### src/rtl/sar_adc_if.sv
// Bus between the SAR controller and its environment: the digital request side
// (start/abort), the analog front end (sample/dac_code/cmp_in) and the result side.
//   start    conversion request
//   abort    synchronous abort
//   cmp_in   comparator decision, 1 = input >= DAC output
//   sample   track/hold control, 1 = track
//   dac_code trial code to the DAC
//   busy     conversion in progress
//   done     one-cycle completion pulse
//   result   last completed conversion
//   sat      (SAR_SATFLAG_EN only) result is at either rail
// Optional feature macro: SAR_SATFLAG_EN.
interface sar_adc_if #(parameter int NBITS = 8);
  logic             start;
  logic             abort;
  logic             cmp_in;
  logic             sample;
  logic [NBITS-1:0] dac_code;
  logic             busy;
  logic             done;
  logic [NBITS-1:0] result;
`ifdef SAR_SATFLAG_EN
  logic             sat;

  modport master (output start, abort, cmp_in,
                  input  sample, dac_code, busy, done, result, sat);
  modport slave  (input  start, abort, cmp_in,
                  output sample, dac_code, busy, done, result, sat);
`else
  modport master (output start, abort, cmp_in,
                  input  sample, dac_code, busy, done, result);
  modport slave  (input  start, abort, cmp_in,
                  output sample, dac_code, busy, done, result);
`endif
endinterface

### src/rtl/sar_adc_ctrl.sv
// Successive-approximation ADC controller.
// Tracks for SAMPLE_CYCLES, then tests one bit per trial (MSB first), holding each
// trial code SETTLE_CYCLES before using the comparator decision.
// Ports:
//   clk    rising-edge clock
//   rst_n  asynchronous active-low reset
//   bus    sar_adc_if slave: start/abort/cmp_in in; sample/dac_code/busy/done/result out
// Optional feature macro: SAR_SATFLAG_EN adds bus.sat, set at done when the result
// is all-zeros or all-ones.
module sar_adc_ctrl #(
  parameter int NBITS         = 8,
  parameter int SAMPLE_CYCLES = 2,
  parameter int SETTLE_CYCLES = 2
) (
  input  logic      clk,
  input  logic      rst_n,
  sar_adc_if.slave  bus
);

  localparam int CMAX = (SAMPLE_CYCLES > SETTLE_CYCLES) ? SAMPLE_CYCLES : SETTLE_CYCLES;
  localparam int CW   = $clog2(CMAX + 1);
  localparam int IW   = $clog2(NBITS);

  typedef enum logic [1:0] {IDLE, SAMPLE, TRIAL, DONE} state_t;

  state_t           state, state_n;
  logic [CW-1:0]    cnt, cnt_n;
  logic [IW-1:0]    idx, idx_n;
  logic [NBITS-1:0] code, code_n;
  logic [NBITS-1:0] res, res_n;
`ifdef SAR_SATFLAG_EN
  logic             sat, sat_n;
`endif

  always_ff @(posedge clk or negedge rst_n) begin
    if (!rst_n) begin
      state <= IDLE;
      cnt   <= '0;
      idx   <= '0;
      code  <= '0;
      res   <= '0;
`ifdef SAR_SATFLAG_EN
      sat   <= 1'b0;
`endif
    end else begin
      state <= state_n;
      cnt   <= cnt_n;
      idx   <= idx_n;
      code  <= code_n;
      res   <= res_n;
`ifdef SAR_SATFLAG_EN
      sat   <= sat_n;
`endif
    end
  end

  always_comb begin
    state_n = state;
    cnt_n   = cnt;
    idx_n   = idx;
    code_n  = code;
    res_n   = res;
`ifdef SAR_SATFLAG_EN
    sat_n   = sat;
`endif
    case (state)
      IDLE: begin
        if (bus.start && !bus.abort) begin
          state_n = SAMPLE;
          cnt_n   = '0;
          code_n  = '0;
        end
      end
      SAMPLE: begin
        if (cnt == CW'(SAMPLE_CYCLES - 1)) begin
          state_n = TRIAL;
          cnt_n   = '0;
          idx_n   = IW'(NBITS - 1);
          code_n  = {1'b1, {(NBITS-1){1'b0}}};
        end else begin
          cnt_n = cnt + 1'b1;
        end
      end
      TRIAL: begin
        if (cnt == CW'(SETTLE_CYCLES - 1)) begin
          cnt_n       = '0;
          // Decision edge: keep or clear the bit under test, then arm the next one.
          code_n[idx] = bus.cmp_in;
          if (idx != '0) begin
            code_n[idx - 1'b1] = 1'b1;
            idx_n              = idx - 1'b1;
          end else begin
            state_n = DONE;
            res_n   = code_n;
`ifdef SAR_SATFLAG_EN
            sat_n   = (code_n == '0) || (code_n == '1);
`endif
          end
        end else begin
          cnt_n = cnt + 1'b1;
        end
      end
      DONE: begin
        state_n = IDLE;
        code_n  = '0;
      end
      default: state_n = IDLE;
    endcase
    // Abort overrides everything the FSM decided this cycle; the result register is
    // only written on the final decision edge, so restoring it here keeps it intact.
    if (bus.abort && state != IDLE) begin
      state_n = IDLE;
      cnt_n   = '0;
      idx_n   = '0;
      code_n  = '0;
      res_n   = res;
`ifdef SAR_SATFLAG_EN
      sat_n   = sat;
`endif
    end
  end

  // Status outputs decode straight from the state register so reset clears them at once.
  assign bus.sample   = (state == SAMPLE);
  assign bus.busy     = (state != IDLE);
  assign bus.done     = (state == DONE);
  assign bus.dac_code = code;
  assign bus.result   = res;
`ifdef SAR_SATFLAG_EN
  assign bus.sat      = sat;
`endif

endmodule
### src/flat_wrapper.sv
// flat-port wrapper written by rule: the top's interface ports become plain ports
module sar_adc_ctrl_flat 
#(
  parameter int NBITS         = 8,
  parameter int SAMPLE_CYCLES = 2,
  parameter int SETTLE_CYCLES = 2
)
  (clk, rst_n, bus_start, bus_abort, bus_cmp_in, bus_sample, bus_dac_code, bus_busy, bus_done, bus_result);
  sar_adc_if #(.NBITS(NBITS)) bus_i ();
  input  logic clk;
  input  logic rst_n;
  input wire logic [$bits(bus_i.start)-1:0] bus_start;
  input wire logic [$bits(bus_i.abort)-1:0] bus_abort;
  input wire logic [$bits(bus_i.cmp_in)-1:0] bus_cmp_in;
  output wire logic [$bits(bus_i.sample)-1:0] bus_sample;
  output wire logic [$bits(bus_i.dac_code)-1:0] bus_dac_code;
  output wire logic [$bits(bus_i.busy)-1:0] bus_busy;
  output wire logic [$bits(bus_i.done)-1:0] bus_done;
  output wire logic [$bits(bus_i.result)-1:0] bus_result;
  assign bus_i.start = bus_start;
  assign bus_i.abort = bus_abort;
  assign bus_i.cmp_in = bus_cmp_in;
  assign bus_sample = bus_i.sample;
  assign bus_dac_code = bus_i.dac_code;
  assign bus_busy = bus_i.busy;
  assign bus_done = bus_i.done;
  assign bus_result = bus_i.result;
  sar_adc_ctrl #(.NBITS(NBITS), .SAMPLE_CYCLES(SAMPLE_CYCLES), .SETTLE_CYCLES(SETTLE_CYCLES)) u_core (.clk(clk), .rst_n(rst_n), .bus(bus_i));
endmodule
### config.mk
export PLATFORM = sky130hd
export DESIGN_NAME = sar_adc_ctrl_flat
export DESIGN_NICKNAME = d
export VERILOG_FILES = /design/src/rtl/sar_adc_if.sv /design/src/rtl/sar_adc_ctrl.sv /design/src/flat_wrapper.sv
export SDC_FILE = /design/constraint.sdc
export NUM_CORES = 1
export LEC_CHECK = 0
export ABC_AREA = 0
export CORE_MARGIN = 5
export CORE_UTILIZATION = 52
export DETAILED_ROUTE_END_ITERATION = 10
export PLACE_DENSITY = 0.77
export SYNTH_ARGS = -nofsm -noshare
export SYNTH_HDL_FRONTEND = slang
export SYNTH_SLANG_ARGS = --single-unit
### constraint.sdc
create_clock -name clk -period 2.35 [get_ports clk]
set_input_delay 0.47 -clock clk [delete_from_list [all_inputs] [get_ports clk]]
set_output_delay 0.47 -clock clk [all_outputs]
set_load 0.05 [all_outputs]
==> impl_metrics.tcl <==
set metrics [dict create \
    status "finished, final reports clean" \
    r2r-end "u_core.idx[1]" \
    globalplace.congestion 0.801 \
    start_kind "register" \
    synth_edf_count 0 \
    final_nets 179 \
    layout_commonest_cell "dfrtp_1" \
    synth_area_um2 1410 \
    power_leakage_nw 0.775 \
    cts_max_path_buffers 2 \
    layout_common_cells "dfrtp_1, clkdlybuf4s50_1, nand2_1" \
    clkTransAtPathRegs_ps 140 \
    ios 24 \
    synthArstFlopShare_pct 100 \
    wl_per_cell_um 15.7 \
    p_seq_share_pct 28.8 \
    htree_levels 1 \
    ff2ff_path_depth 6 \
    ys.flop_type "dfrtp_1" \
    synthSimpleGateAreaFrac_pct 17.6 \
    ir_drop_mv 0.899 \
    cts.sinks 23 \
    synth_top_family_by_area "compound AO/OA/AOI/OAI gates" \
    syn_inst 143 \
    rows 18 \
    insertion_delay_ps 320 \
    crit_type "reg -> out" \
    ys_seq_area_share_pct 40.8 \
    setup_viol 0 \
    avgSynthCellArea_um2 9.87 \
    grt_max_degree 24 \
    cts_root_buf "clkbuf_4" \
    chipWidth_um 62.1 \
    swShare_pct 48.1 \
    via_per_inst 5.88 \
    drt-initial-drc-count 29 \
    fmax_mhz 476 \
    hold_path.class "in -> async" \
    rsz0062_at_grt "no" \
    num_antenna_cells 0 \
    fp.dieArea_um2 3860 \
    pwr-share-comb_pct 61.2 \
    first_pass_iters 4 \
    dp_hpwl_um 2320 \
    cts_setup_buffers 0 \
    ys_types 40 \
    synth-compound-area-share_pct 21.5 \
    cts_tree "built" \
    path_max_fanout 5 \
    core-area_um2 2540 \
    worst_hold_slack_ps 481 \
    synthToLayoutAreaGrowth_pct 19.9 \
    grt_pass1_wl_um 5190 \
    die_y_um 62.1 \
    p_switching_uw 930 \
    crit_required_ps 1880 \
    synthMuxAreaShare_pct 8.51 \
    hold_violations 0 \
    drv_slew 0 \
    yosys_warnings 0 \
    drcViolationCount 0 \
    io_buffers 23 \
    ys_seq_elements 23 \
    relSlewSlack_pct 66.1 \
    grt_pass1_vias 1142 \
    antenna_found_initial 0 \
    synth-xor-area-share_pct 0 \
    vias 1158 \
    p_int_mw 1.00 \
    drt_wl_total_um 3100 \
    p_per_area_nw_per_um2 1140 \
    synth_fa_ha_area_share_pct 5.32 \
    end_kind "primary output" \
    worstReg2RegStart "u_core.state[0]" \
    start_util_pct 55.5 \
    cp.arrival_ps 1630 \
    fin_tns_setup_ps 0 \
    overflow 0 \
    maxCapViolations 0 \
    drive_gt1_share_pct 11.4 \
    min_period_over_period_pct 89.4 \
    syn_nets 154 \
    hold_buffers 0 \
    layout_min_cycle_time_ps 2100 \
    p_clk_share_pct 9.9 \
    ff2ff_setup_slack_ps 390 \
    numCtsBuffers 3 \
    grtUsageTotal_pct 18.1 \
    worst-slew-pin-transition_ps 507 \
    antenna_left 0 \
    fin_worst_skew_ps 7.35 \
]
==> area by class of cell <==
cell class / count / area, µm²
Fill cell: 208 / 853
Multi-Input combinational cell: 102 / 747
Sequential cell: 23 / 576
Timing Repair Buffer: 28 / 267
Inverter: 10 / 37.5
Tap cell: 30 / 37.5
Clock buffer: 3 / 22.5
Clock inverter: 1 / 5.00
==> how the worst max path moves through the flow <==
| stage | from | end | slack, ps | cells past startpoint |
|---|---|---|---|---|
| after floorplan | u_core.state[1] | u_core.idx[0] | 340 | 6 |
| after global placement | bus_abort | u_core.idx[1] | 270 | 6 |
| after detailed placement | bus_abort | u_core.idx[1] | 190 | 6 |
| after CTS | u_core.state[0] | bus_done | 10 | 2 |
| after global routing | u_core.idx[1] | u_core.bus.result[4] | 150 | 6 |
| final | u_core.state[1] | bus_sample | 250 | 3 |
==> synthesized netlist by cell type, types with 2 or more instances <==
library cell,number,area (µm²)
nand2b_1,2,12.5
nor3_1,3,15.0
a22o_1,8,70.1
nor2_1,3,11.3
a21oi_1,8,40.0
inv_1,10,37.5
o21ai_1,4,20.0
nor2b_1,2,12.5
nand3b_1,3,22.5
nand3_1,2,10.0
mux2i_1,9,90.1
and2_1,2,12.5
buf_4,3,22.5
mux2_4,2,30.0
buf_2,2,10.0
ha_1,6,75.1
dfrtp_1,23,576
a31oi_1,2,12.5
nand2_1,14,52.6
o21ai_0,12,60.1
nor3b_1,4,30.0
==> registers in the layout, indices dropped and copies added, names as in the netlist <==
signal	count
u_core.bus.result	8
u_core.bus.dac_code	8
u_core.cnt	2
u_core.idx	3
u_core.state	2
==> routing by layer <==
metal,vias up,part of all wire [%],global-route usage [%]
li1,564,-,-
met1,549,45,23.8
met2,42,49,30.9
met3,3,5.9,2.89
met4,0,0.45,4.24
met5,-,0,0
==> critical path, cell delays in order, from the launching register on <==
cell and delay, ps:
dfrtp_1 470, inv_1 110, ha_1 190, dlygate4sd2_1 540
==> logic make-up after synthesis <==
kind of cell / after synthesis
buf+inv: 18
mux: 11
fa+ha+maj: 6
flops: 23
compound gates: 43
simple gates: 42
==> stage by stage <==
stage | setup slack (ps) | area [µm²] | std cells | utilization (%) | total power [mW]
after floorplan | 344 | 1410 | 143 | - | 1.49
after global placement | 272 | 1660 | 193 | 65.3 | 1.71
after detailed placement | 186 | 1660 | 193 | 65.3 | 1.74
after CTS | 14.3 | 1690 | 197 | 66.4 | 1.92
after global routing | 155 | 1690 | 197 | 66.5 | 2.07
final | 248 | 1690 | 197 | 66.5 | 1.93
==> power groups by stage <==
stage	logic, mW	clock network (mW)	registers, mW
after global placement	1.15	0	0.557
after detailed placement	1.18	0	0.562
final	1.18	0.192	0.557
after floorplan	0.931	0	0.561
after CTS	1.18	0.191	0.555
after global routing	1.29	0.208	0.570
==> repair_timing <==
action                     4_1_cts  5_1_grt
resized for setup                1        1
setup endpoints to repair        1        1
cloned                           0        0
Note: power is estimated with default switching activity, not from simulation.
